$ cat src/rtl/cp0_unit.sv
// MIPS-style coprocessor 0: SR, Cause, EPC and PRId, with exception commit and eret.
// Define CP0_BADVADDR_EN to add the read-only BadVAddr register (reg 8).
module cp0_unit (
   input  logic        clk,
   input  logic        reset,
   input  logic [4:0]  A1,
   input  logic [4:0]  A2,
   input  logic [31:0] DIn,
   input  logic        WE,
   input  logic        EXLClr,
   input  logic        Exception,
   input  logic [4:0]  ExcCode,
   input  logic [31:0] PC,
   input  logic        BD,
   input  logic [5:0]  HWInt,
   input  logic [31:0] BadAddr,
   output logic [31:0] DOut,
   output logic [31:0] EPC,
   output logic        exl,
   output logic        ie,
   output logic [5:0]  im
);

   localparam logic [4:0]  REG_BADVADDR = 5'd8;
   localparam logic [4:0]  REG_SR       = 5'd12;
   localparam logic [4:0]  REG_CAUSE    = 5'd13;
   localparam logic [4:0]  REG_EPC      = 5'd14;
   localparam logic [4:0]  REG_PRID     = 5'd15;
   localparam logic [31:0] PRID_VALUE   = 32'h2017_1226;

   logic [5:0]  im_q;
   logic        exl_q;
   logic        ie_q;
   logic        bd_q;
   logic [5:0]  ip_q;
   logic [4:0]  exc_code_q;
   logic [31:2] epc_q;
   logic [31:0] pc_adj;
   logic [31:0] badvaddr_val;

   // A delay-slot instruction restarts from its branch, one word earlier.
   assign pc_adj = BD ? (PC - 32'd4) : PC;

   always_ff @(posedge clk) begin
      if (reset) begin
         im_q       <= '0;
         exl_q      <= 1'b0;
         ie_q       <= 1'b0;
         bd_q       <= 1'b0;
         ip_q       <= '0;
         exc_code_q <= '0;
         epc_q      <= '0;
      end else begin
         ip_q <= HWInt;
         if (Exception) begin
            exl_q      <= 1'b1;
            exc_code_q <= ExcCode;
            bd_q       <= BD;
            epc_q      <= pc_adj[31:2];
         end else begin
            if (WE && (A2 == REG_SR)) begin
               im_q  <= DIn[15:10];
               exl_q <= DIn[1];
               ie_q  <= DIn[0];
            end
            if (WE && (A2 == REG_EPC)) begin
               epc_q <= DIn[31:2];
            end
            // eret wins over a simultaneous SR write of the exl bit.
            if (EXLClr) begin
               exl_q <= 1'b0;
            end
         end
      end
   end

`ifdef CP0_BADVADDR_EN
   logic [31:0] badvaddr_q;

   always_ff @(posedge clk) begin
      if (reset) begin
         badvaddr_q <= '0;
      end else if (Exception && ((ExcCode == 5'd4) || (ExcCode == 5'd5))) begin
         badvaddr_q <= BadAddr;
      end
   end

   assign badvaddr_val = badvaddr_q;
`else
   assign badvaddr_val = 32'd0;
`endif

   always_comb begin
      DOut = 32'd0;
      case (A1)
         REG_BADVADDR: DOut = badvaddr_val;
         REG_SR:       DOut = {16'd0, im_q, 8'd0, exl_q, ie_q};
         REG_CAUSE:    DOut = {bd_q, 15'd0, ip_q, 3'd0, exc_code_q, 2'b00};
         REG_EPC:      DOut = {epc_q, 2'b00};
         REG_PRID:     DOut = PRID_VALUE;
         default:      DOut = 32'd0;
      endcase
   end

   assign EPC = {epc_q, 2'b00};
   assign exl = exl_q;
   assign ie  = ie_q;
   assign im  = im_q;

   logic unused_bits;
   assign unused_bits = ^{pc_adj[1:0], DIn[1:0], BadAddr};

endmodule

$ cat config.mk
export PLATFORM = sky130hd
export DESIGN_NAME = cp0_unit
export DESIGN_NICKNAME = d
export VERILOG_FILES = /design/src/rtl/cp0_unit.sv
export SDC_FILE = /design/constraint.sdc
export NUM_CORES = 1
export LEC_CHECK = 0
export ABC_AREA = 1
export BUFFER_PORTS_ARGS = -buffer_cell sky130_fd_sc_hd__buf_2
export CORE_MARGIN = 2
export CORE_UTILIZATION = 48
export DETAILED_ROUTE_END_ITERATION = 10
export PLACE_DENSITY = 0.86
export RECOVER_POWER = 50
export SLEW_MARGIN = 20
export SYNTH_ARGS = -nofsm -noshare
export SYNTH_HDL_FRONTEND = slang
export SYNTH_SLANG_ARGS = --single-unit
$ cat constraint.sdc
create_clock -name clk -period 3 [get_ports clk]
set_clock_uncertainty 0.05 [all_clocks]
set_input_delay 0.6 -clock clk [delete_from_list [all_inputs] [get_ports clk]]
set_output_delay 0.6 -clock clk [all_outputs]
set_load 0.05 [all_outputs]
Word-level counts from Yosys, hierarchy flattened
Index checks and enable logic that the tools add are counted.
{"block": "op_classes", "addsub": 1, "n_eq_ne": 6, "reduce_logical": 5, "bitwise": 1, "mux": 7}
{"operator": "$pmux W32 S4", "count": 1}
{"operator": "$mux W30", "count": 2}
{"operator": "$mux W32", "count": 1}
{"operator": "$sub A32 B3 Y32 const B", "count": 1}
{"operator": "$eq A5 B4 Y1 const B", "count": 6}
{"operator": "$mux W1", "count": 3}
{"operator": "$reduce_bool A3 Y1", "count": 1}
{"operator": "$logic_and A1 B1 Y1", "count": 2}
{"operator": "$reduce_and A2 Y1", "count": 1}
{"operator": "$reduce_bool A2 Y1", "count": 1}
{"operator": "$not A1 Y1", "count": 1}
{"block": "word_totals", "inputBits": 123, "output_inout_bits": 72, "ff_bits": 50}

Longest topological paths before layout
Gate-level depths: netlist of the first run.
{"block": "depth", "depth_word": 5, "mapped_depth": 13}

Worst setup path after synthesis of the first run
No wires, ideal clock.
{"block": "synth_path", "path_type": "input port to output port", "from": "input A1[3]", "to": "output DOut[6]", "n_path_buf": 0, "required_ns": 2.350, "cell_stages": 4, "arrival_ns": 2.115, "setup_slack_ns": 0.235, "path_cell_list": "nand2_1 nor3b_1 nand2_1 o21ai_0"}
{"block": "synth_via", "elab_chain_cells": 2, "elab_cells_between_ends": 5, "cone_classes": "eq/ne: 4; mux: 1"}
{"item": "from (decl)", "line_no": "6", "rtl": "input logic [4:0] A1,"}
{"item": "$eq A5 B4 Y1", "line_no": "95", "rtl": "case (A1)"}
{"item": "$pmux W32 S4 *", "line_no": "95"}
{"item": "to (decl)", "line_no": "17", "rtl": "output logic [31:0] DOut,"}
Mark *: on every way between the ends. The rest lies on a longest branch, timed or not.

Final worst setup path of the first run
{"block": "layout_path", "from": "input A1[3]", "to": "output DOut[11]"}
Same word-level chain as after synthesis.

==> Implementation_results.wiki, run 1 <==
{| class="wikitable"
! Metric !! Value
|-
| Instance count on the critical path || 8
|-
| Synthesized instance count || 568
|-
| Starting utilization of the core area || 50.1%
|-
| Critical path class || in -> out
|-
| Static leakage power || 2.19 nW
|-
| Signal arrival time at the worst endpoint || 1930 ps
|-
| Count of non-filler cells in the finished layout || 817
|-
| Post-route cell area || 0.00435 mm^2
|-
| Core Box Area || 0.00687 mm^2
|-
| Horiz. Die Dim || 88.7 um
|-
| Number of cells on the worst reg-to-reg path || 4
|-
| Min Clock Period, post-route || 2580 ps
|-
| Dominant register cell in the synthesized netlist || sky130_fd_sc_hd__dfxtp_1
|-
| Net count reported at finish || 844
|-
| Share of post-route cells with drive strength above 1 || 23.7%
|-
| Post-synthesis area per instance || 6.06 um^2
|-
| Slowest stage delay, CP || 310 ps
|-
| Unrepaired setup endpoints after global routing || no
|-
| Final setup violating endpoints || 0
|-
| Synthesis Warnings || 0
|-
| Area occupied by multi-input gates || 0.00207 mm^2
|-
| Launching element type of the critical path || input pin
|-
| Worst setup path start || A1[3]
|-
| GRT Max-Usage Layer || met2
|-
| Antenna violations before repair || 0
|-
| Met3 Track Usage GR || 4.10%
|-
| # Max-Cap Violations || 1
|-
| Synth async-reset ratio || 0%
|-
| Fmax || 387 MHz
|-
| Count of input and output buffers || 158
|-
| Met1 Track Usage GR || 37.8%
|-
| Number of flip-flops and latches in the synthesized netlist || 50
|-
| Maximum count of clock buffers along a single path || 2
|-
| Worst hold path cell count || 2
|-
| Most common library cell in the layout ignoring fill and taps || sky130_fd_sc_hd__nand2_1
|-
| FP Rows || 30
|-
| Num ports || 195
|-
| Inserted Clock Buffers || 5
|-
| Area of the mapped netlist || 0.00344 mm^2
|-
| Worst Path Max Fanout || 7
|-
| Number of filler instances in the final layout || 672
|-
| Die ar. || 0.00787 mm^2
|-
| CTS clock-pin slew for the worst setup and hold paths || 90 ps
|-
| Crit Reg-Reg Startpoint || epc_q[10]
|-
| # DRC || 0
|-
| Final worst slack || 419 ps
|-
| HPWL Detailed || 9370 um
|-
| Via count || 4259
|-
| Total placed instance area || 0.00431 mm^2
|-
| Required time reported for the critical path endpoint || 2350 ps
|-
| Buffers plus inverters on the worst setup path || 3
|-
| Placed cell count || 809
|-
| Pin count of the biggest net entering global routing || 39
|-
| Met2 track demand over resource || 50.2%
|-
| Post-route core utilization || 63.4%
|-
| Residual antenna-violating net count after detailed routing || 0
|-
| Crit path max-delay family || buffers and inverters
|-
| Antenna diode count || 0
|-
| Final Hold Vio Count || 0
|-
| Number of H-tree levels || 2
|-
| Initial DRT Pass Iterations || 5
|-
| Max_slew headroom || 0.373%
|-
| Post-detailed-route wirelength per cell || 14.4 um
|-
| Overflow after GRT || 0
|-
| Design Power || 1.57 mW
|-
| Pre-CTS WS || 450 ps
|-
| Overall track demand over capacity in global routing || 29.2%
|-
| Number of buffers added to fix hold violations after cts || 0
|-
| Final weighted congestion in routability-driven placement || 0.977
|-
| Chain of cells forming the critical path || buf_2 -> nand2_1 -> nor3b_1 -> nand2_1 -> inv_1 -> nand2_1 -> o211ai_1 -> buf_2
|-
| Max IR drop VDD || 0.000213 V
|-
| Share of synthesized area occupied by flip-flops and latches || 29.1%
|-
| Sequential cell area || 0.00100 mm^2
|-
| Run status || finished with violations
|-
| Clock sink count || 50
|-
| Final cycle utilization of the critical path || 86.0%
|-
| Fin. max-slew vios || 0
|-
| Final worst hold slack || 437 ps
|-
| Number of vias per cell after detailed routing || 5.21
|-
| Worst-skew pair later-pin latency || 300 ps
|-
| Most frequent CP cell || sky130_fd_sc_hd__nand2_1
|-
| Initial detailed-routing violation count || 368
|-
| First-pass GRT wire length || 18000 um
|-
| Measured slew at the worst slew-check pin || 1490 ps
|-
| Routed wire length || 11800 um
|-
| Aggregate negative setup slack || 0 ps
|-
| Number of synthesized flops with an enable pin || 0
|-
| Clock root buffer || sky130_fd_sc_hd__clkbuf_8
|-
| Die height || 88.7 um
|-
| Pwr dens || 361 mW/mm^2
|-
| Area growth, synth to finish || 26.4%
|-
| Critical Path End Type || output port
|-
| Unique cell type count in the Yosys netlist || 40
|-
| Violations in the final reports || max-capacitance violations
|-
| HP Start || im[4]
|-
| Number of global-route vias before repair || 3779
|-
| Kind of path behind the tightest hold check || reg -> reg
|-
| Highest-count cells in the layout ignoring fill and taps || sky130_fd_sc_hd__nand2_1, sky130_fd_sc_hd__buf_2, sky130_fd_sc_hd__nor2_1, sky130_fd_sc_hd__inv_1, sky130_fd_sc_hd__dfxtp_1
|-
| Critical-path top delay cell || sky130_fd_sc_hd__buf_2
|-
| TritonCTS clock tree || yes
|-
| Quantity of gates resized following cts || 0
|-
| Count of buffers added by post-CTS timing repair for setup || 0
|}
layout make-up:
cell class | count | share of cell area (%)
clock inverters | 2 | 0.287
clock buffers | 6 | 1.90
multi-input cells | 422 | 47.5
repair buffers | 164 | 17.9
well taps | 96 | 2.76
flip-flops and latches | 50 | 23.0
inverters | 77 | 6.64
power breakdown:
group | internal, mW | switching, mW | total, mW
Clock | 0.186 | 0.221 | 0.407
Sequential | 0.703 | 0.0290 | 0.732
Combinational | 0.118 | 0.316 | 0.433
synthesized netlist by cell type (2+ instances only):
master	instances	share of area [%]
sky130_fd_sc_hd__o2111ai_1	3	0.76
sky130_fd_sc_hd__buf_2	8	1.2
sky130_fd_sc_hd__nor2_4	3	0.98
sky130_fd_sc_hd__buf_1	2	0.22
sky130_fd_sc_hd__nand3_1	19	2.8
sky130_fd_sc_hd__o211ai_1	6	1.3
sky130_fd_sc_hd__a21oi_1	29	4.2
sky130_fd_sc_hd__dfxtp_1	50	29
sky130_fd_sc_hd__xor2_1	7	1.8
sky130_fd_sc_hd__nor2_8	2	1.2
sky130_fd_sc_hd__inv_2	6	0.65
sky130_fd_sc_hd__o21ai_0	27	3.9
sky130_fd_sc_hd__nand2_4	3	0.98
sky130_fd_sc_hd__buf_4	3	0.65
sky130_fd_sc_hd__a221oi_1	3	0.76
sky130_fd_sc_hd__nor2_2	8	1.5
sky130_fd_sc_hd__clkbuf_1	7	0.76
sky130_fd_sc_hd__nand4_1	5	0.91
sky130_fd_sc_hd__a31oi_1	5	0.91
sky130_fd_sc_hd__nand2_2	5	0.91
sky130_fd_sc_hd__o221ai_1	5	1.3
sky130_fd_sc_hd__a22o_1	2	0.51
sky130_fd_sc_hd__o21bai_1	2	0.44
sky130_fd_sc_hd__a21oi_2	5	1.3
sky130_fd_sc_hd__nor2_1	82	8.9
sky130_fd_sc_hd__inv_1	71	7.7
sky130_fd_sc_hd__nand3_2	4	1.2
sky130_fd_sc_hd__nand2_1	181	20
sky130_fd_sc_hd__o21ai_1	4	0.58
metal layers:
| layer | vias to the layer above | wire [um] | share of wire (%) |
|---|---|---|---|
| li1 | 2099 | - | - |
| met1 | 1938 | 4970 | 42 |
| met2 | 209 | 5610 | 48 |
| met3 | 13 | 986 | 8.4 |
| met4 | 0 | 200 | 1.7 |
| met5 | - | 0 | 0 |
worst register-to-register path, cell delays in order (launching register included):
cell                      delay (ps)
sky130_fd_sc_hd__dfxtp_1         320
sky130_fd_sc_hd__inv_1            80
sky130_fd_sc_hd__o21ai_0          90
sky130_fd_sc_hd__a21oi_1         120
sky130_fd_sc_hd__nor2_1           50
final timing paths:
check / end / slack, ps
setup / recovery: DOut[11] / 420
hold / removal: im[4] / 440
setup reg to reg: epc_q[10] / 2130
hold reg to reg: im[4] / 440
sequential cells by signal, summed over array words and instances, names as in the netlist:
| register | flops |
|---|---|
| ie | 1 |
| im | 6 |
| exl | 1 |
| bd_q | 1 |
| exc_code_q | 5 |
| ip_q | 6 |
| epc_q | 30 |
logic make-up (layout without fill, tap and decap cells):
logic type	Yosys count	in the layout	share of synthesized area, %
buf+inv	97	249	11.2
simple gates	318	318	40.8
compound gates	94	94	16.7
xor+xnor	7	7	1.78
other cells	1	2	0.109
flops	50	50	29.1
fa+ha+maj	1	1	0.363
Power figures use the tool's default switching activity.
==> run 2: changes to the inputs <==
--- a/constraint.sdc
+++ b/constraint.sdc
@@ -4,2 +4,2 @@
 set_output_delay 0.6 -clock clk [all_outputs]
-set_load 0.05 [all_outputs]
+set_load 0.01 [all_outputs]
==> Implementation_results.wiki, run 2 (synthesis gave the netlist of run 1 again) <==
{| class="wikitable"
! Metric !! Value
|-
| Number of global-route vias before repair || 3871 (+2.4%)
|-
| Maximum count of clock buffers along a single path || 2 (unchanged)
|-
| Static leakage power || 2.19 nW (-0.11%)
|-
| Routed wire length || 12200 um (+3.6%)
|-
| Post-detailed-route wirelength per cell || 14.9 um (+3.6%)
|-
| FP Rows || 30 (unchanged)
|-
| Number of H-tree levels || 2 (unchanged)
|-
| Inserted Clock Buffers || 5 (unchanged)
|-
| Launching element type of the critical path || input pin
|-
| Number of buffers added to fix hold violations after cts || 0 (unchanged)
|-
| Horiz. Die Dim || 88.7 um (unchanged)
|-
| Pre-CTS WS || 643 ps (+194 ps)
|-
| Net count reported at finish || 844 (unchanged)
|-
| CTS clock-pin slew for the worst setup and hold paths || 90 ps (about the same)
|-
| Count of non-filler cells in the finished layout || 817 (unchanged)
|-
| Most common library cell in the layout ignoring fill and taps || sky130_fd_sc_hd__nand2_1
|-
| Residual antenna-violating net count after detailed routing || 0 (unchanged)
|-
| Die ar. || 0.00787 mm^2 (unchanged)
|-
| Critical Path End Type || register
|-
| Overall track demand over capacity in global routing || 29.6% (+0.42 points)
|-
| Pin count of the biggest net entering global routing || 31 (-21%)
|-
| Max_slew headroom || -2.98% (-3.4 points)
|-
| First-pass GRT wire length || 18200 um (+1.2%)
|-
| Initial DRT Pass Iterations || 5 (unchanged)
|-
| Clock sink count || 50 (unchanged)
|-
| Met3 Track Usage GR || 3.92% (-0.19 points)
|-
| Final setup violating endpoints || 0 (unchanged)
|-
| Final weighted congestion in routability-driven placement || 0.978 (+0.10%)
|-
| Fmax || 408 MHz (+5.4%)
|-
| Highest-count cells in the layout ignoring fill and taps || sky130_fd_sc_hd__nand2_1, sky130_fd_sc_hd__buf_2, sky130_fd_sc_hd__nor2_1, sky130_fd_sc_hd__inv_1, sky130_fd_sc_hd__dfxtp_1
|-
| Count of input and output buffers || 158 (unchanged)
|-
| Placed cell count || 809 (unchanged)
|-
| Die height || 88.7 um (unchanged)
|-
| Kind of path behind the tightest hold check || reg -> reg
|-
| Clock root buffer || sky130_fd_sc_hd__clkbuf_8
|-
| Area growth, synth to finish || 26.8%
|-
| Met1 Track Usage GR || 37.0% (-0.77 points)
|-
| Max IR drop VDD || 0.000184 V (-13%)
|-
| Initial detailed-routing violation count || 356 (-3.3%)
|-
| Required time reported for the critical path endpoint || 3170 ps (+820 ps)
|-
| Final worst slack || 551 ps (+133 ps)
|-
| Min Clock Period, post-route || 2450 ps (-133 ps)
|-
| Run status || finished with violations
|-
| Worst Path Max Fanout || 25 (+18)
|-
| Violations in the final reports || max-capacitance violations, max-slew violations
|-
| Number of flip-flops in the largest register || 30 (unchanged)
|-
| Count of buffers added by post-CTS timing repair for setup || 0 (unchanged)
|-
| TritonCTS clock tree || yes
|-
| Register bank with the most flops || epc_q
|-
| Number of vias per cell after detailed routing || 5.33 (+2.3%)
|-
| Antenna diode count || 0 (unchanged)
|-
| Critical path class || in -> reg
|-
| Num ports || 195 (unchanged)
|-
| GRT Max-Usage Layer || met2
|-
| Signal arrival time at the worst endpoint || 2620 ps (+690 ps)
|-
| Quantity of gates resized following cts || 0 (unchanged)
|-
| HPWL Detailed || 9730 um (+3.9%)
|-
| Antenna violations before repair || 0 (unchanged)
|-
| Starting utilization of the core area || 50.1% (unchanged)
|-
| # Max-Cap Violations || 1 (unchanged)
|-
| Fin. max-slew vios || 31 (+31)
|-
| Unrepaired setup endpoints after global routing || no
|-
| Core Box Area || 0.00687 mm^2 (unchanged)
|-
| Overflow after GRT || 0 (unchanged)
|-
| # DRC || 0 (unchanged)
|-
| Measured slew at the worst slew-check pin || 1540 ps (+50.3 ps)
|-
| Final cycle utilization of the critical path || 81.6% (-4.4 points)
|-
| Final Hold Vio Count || 0 (unchanged)
|-
| Worst-skew pair later-pin latency || 300 ps (about the same)
|-
| Design Power || 1.54 mW (-1.9%)
|-
| Share of post-route cells with drive strength above 1 || 23.4% (-0.28 points)
|-
| Pwr dens || 353 mW/mm^2 (-2.2%)
|-
| Via count || 4358 (+2.3%)
|-
| Final worst hold slack || 436 ps (-0.769 ps)
|-
| Met2 track demand over resource || 52.9% (+2.7 points)
|-
| Aggregate negative setup slack || 0 ps (unchanged)
|}
run 2: cell types whose count changed in the layout (fill, tap and decap cells not counted):
cell / delta
sky130_fd_sc_hd__clkinv_2: -1
sky130_fd_sc_hd__bufinv_16: +1
sky130_fd_sc_hd__buf_2: -1
sky130_fd_sc_hd__clkbuf_1: +2
sky130_fd_sc_hd__clkbuf_8: -1
sky130_fd_sc_hd__inv_1: -1
sky130_fd_sc_hd__clkinv_1: +1
run 2: path summary, 6_finish.rpt:
path	startpoint	endpoint	slack, ps	cells after the start
worst max-delay path	Exception	epc_q[5]	550	4
worst min-delay path	epc_q[26]	epc_q[26]	440	2
worst max register to register	epc_q[10]	epc_q[10]	2100	4
worst min register to register	epc_q[26]	epc_q[26]	440	2
run 2: critical path, stage by stage:
cell	delay [ps]
sky130_fd_sc_hd__clkbuf_1	580
sky130_fd_sc_hd__clkbuf_1	860
sky130_fd_sc_hd__o21ai_0	350
sky130_fd_sc_hd__a31oi_1	230
run 2: layout make-up:
cell class | instances | area, um^2
fill | 672 | 2500
clock inverter | 2 | 37.5
multi-input combinational | 422 | 2070
inverter | 77 | 289
tap | 96 | 120
clock buffer | 6 | 72.6
sequential | 50 | 1000
timing repair buffer | 164 | 779
run 2: power by group:
group / total (mW) / switching, mW / leakage, nW / internal [mW]
registers: 0.732 / 0.0294 / 0.414 / 0.703
clock network: 0.481 / 0.232 / 0.0514 / 0.249
logic: 0.329 / 0.211 / 1.72 / 0.118
total: 1.54 / 0.472 / 2.19 / 1.07
run 2: metal layers:
| layer | vias to the layer above | part of all wire (%) |
|---|---|---|
| met5 | - | 0 |
| met4 | 0 | 1.8 |
| met3 | 27 | 7.8 |
| met2 | 218 | 49 |
| met1 | 2011 | 42 |
| li1 | 2102 | - |
run 2: per-stage QoR:
step	util, %	cell area (um^2)
6_report	63.6	4370
5_1_grt	63.6	4370
4_1_cts	64.4	4420
3_5_place_dp	62.8	4310
3_3_place_gp	62.8	4310
2_1_floorplan	-	3450
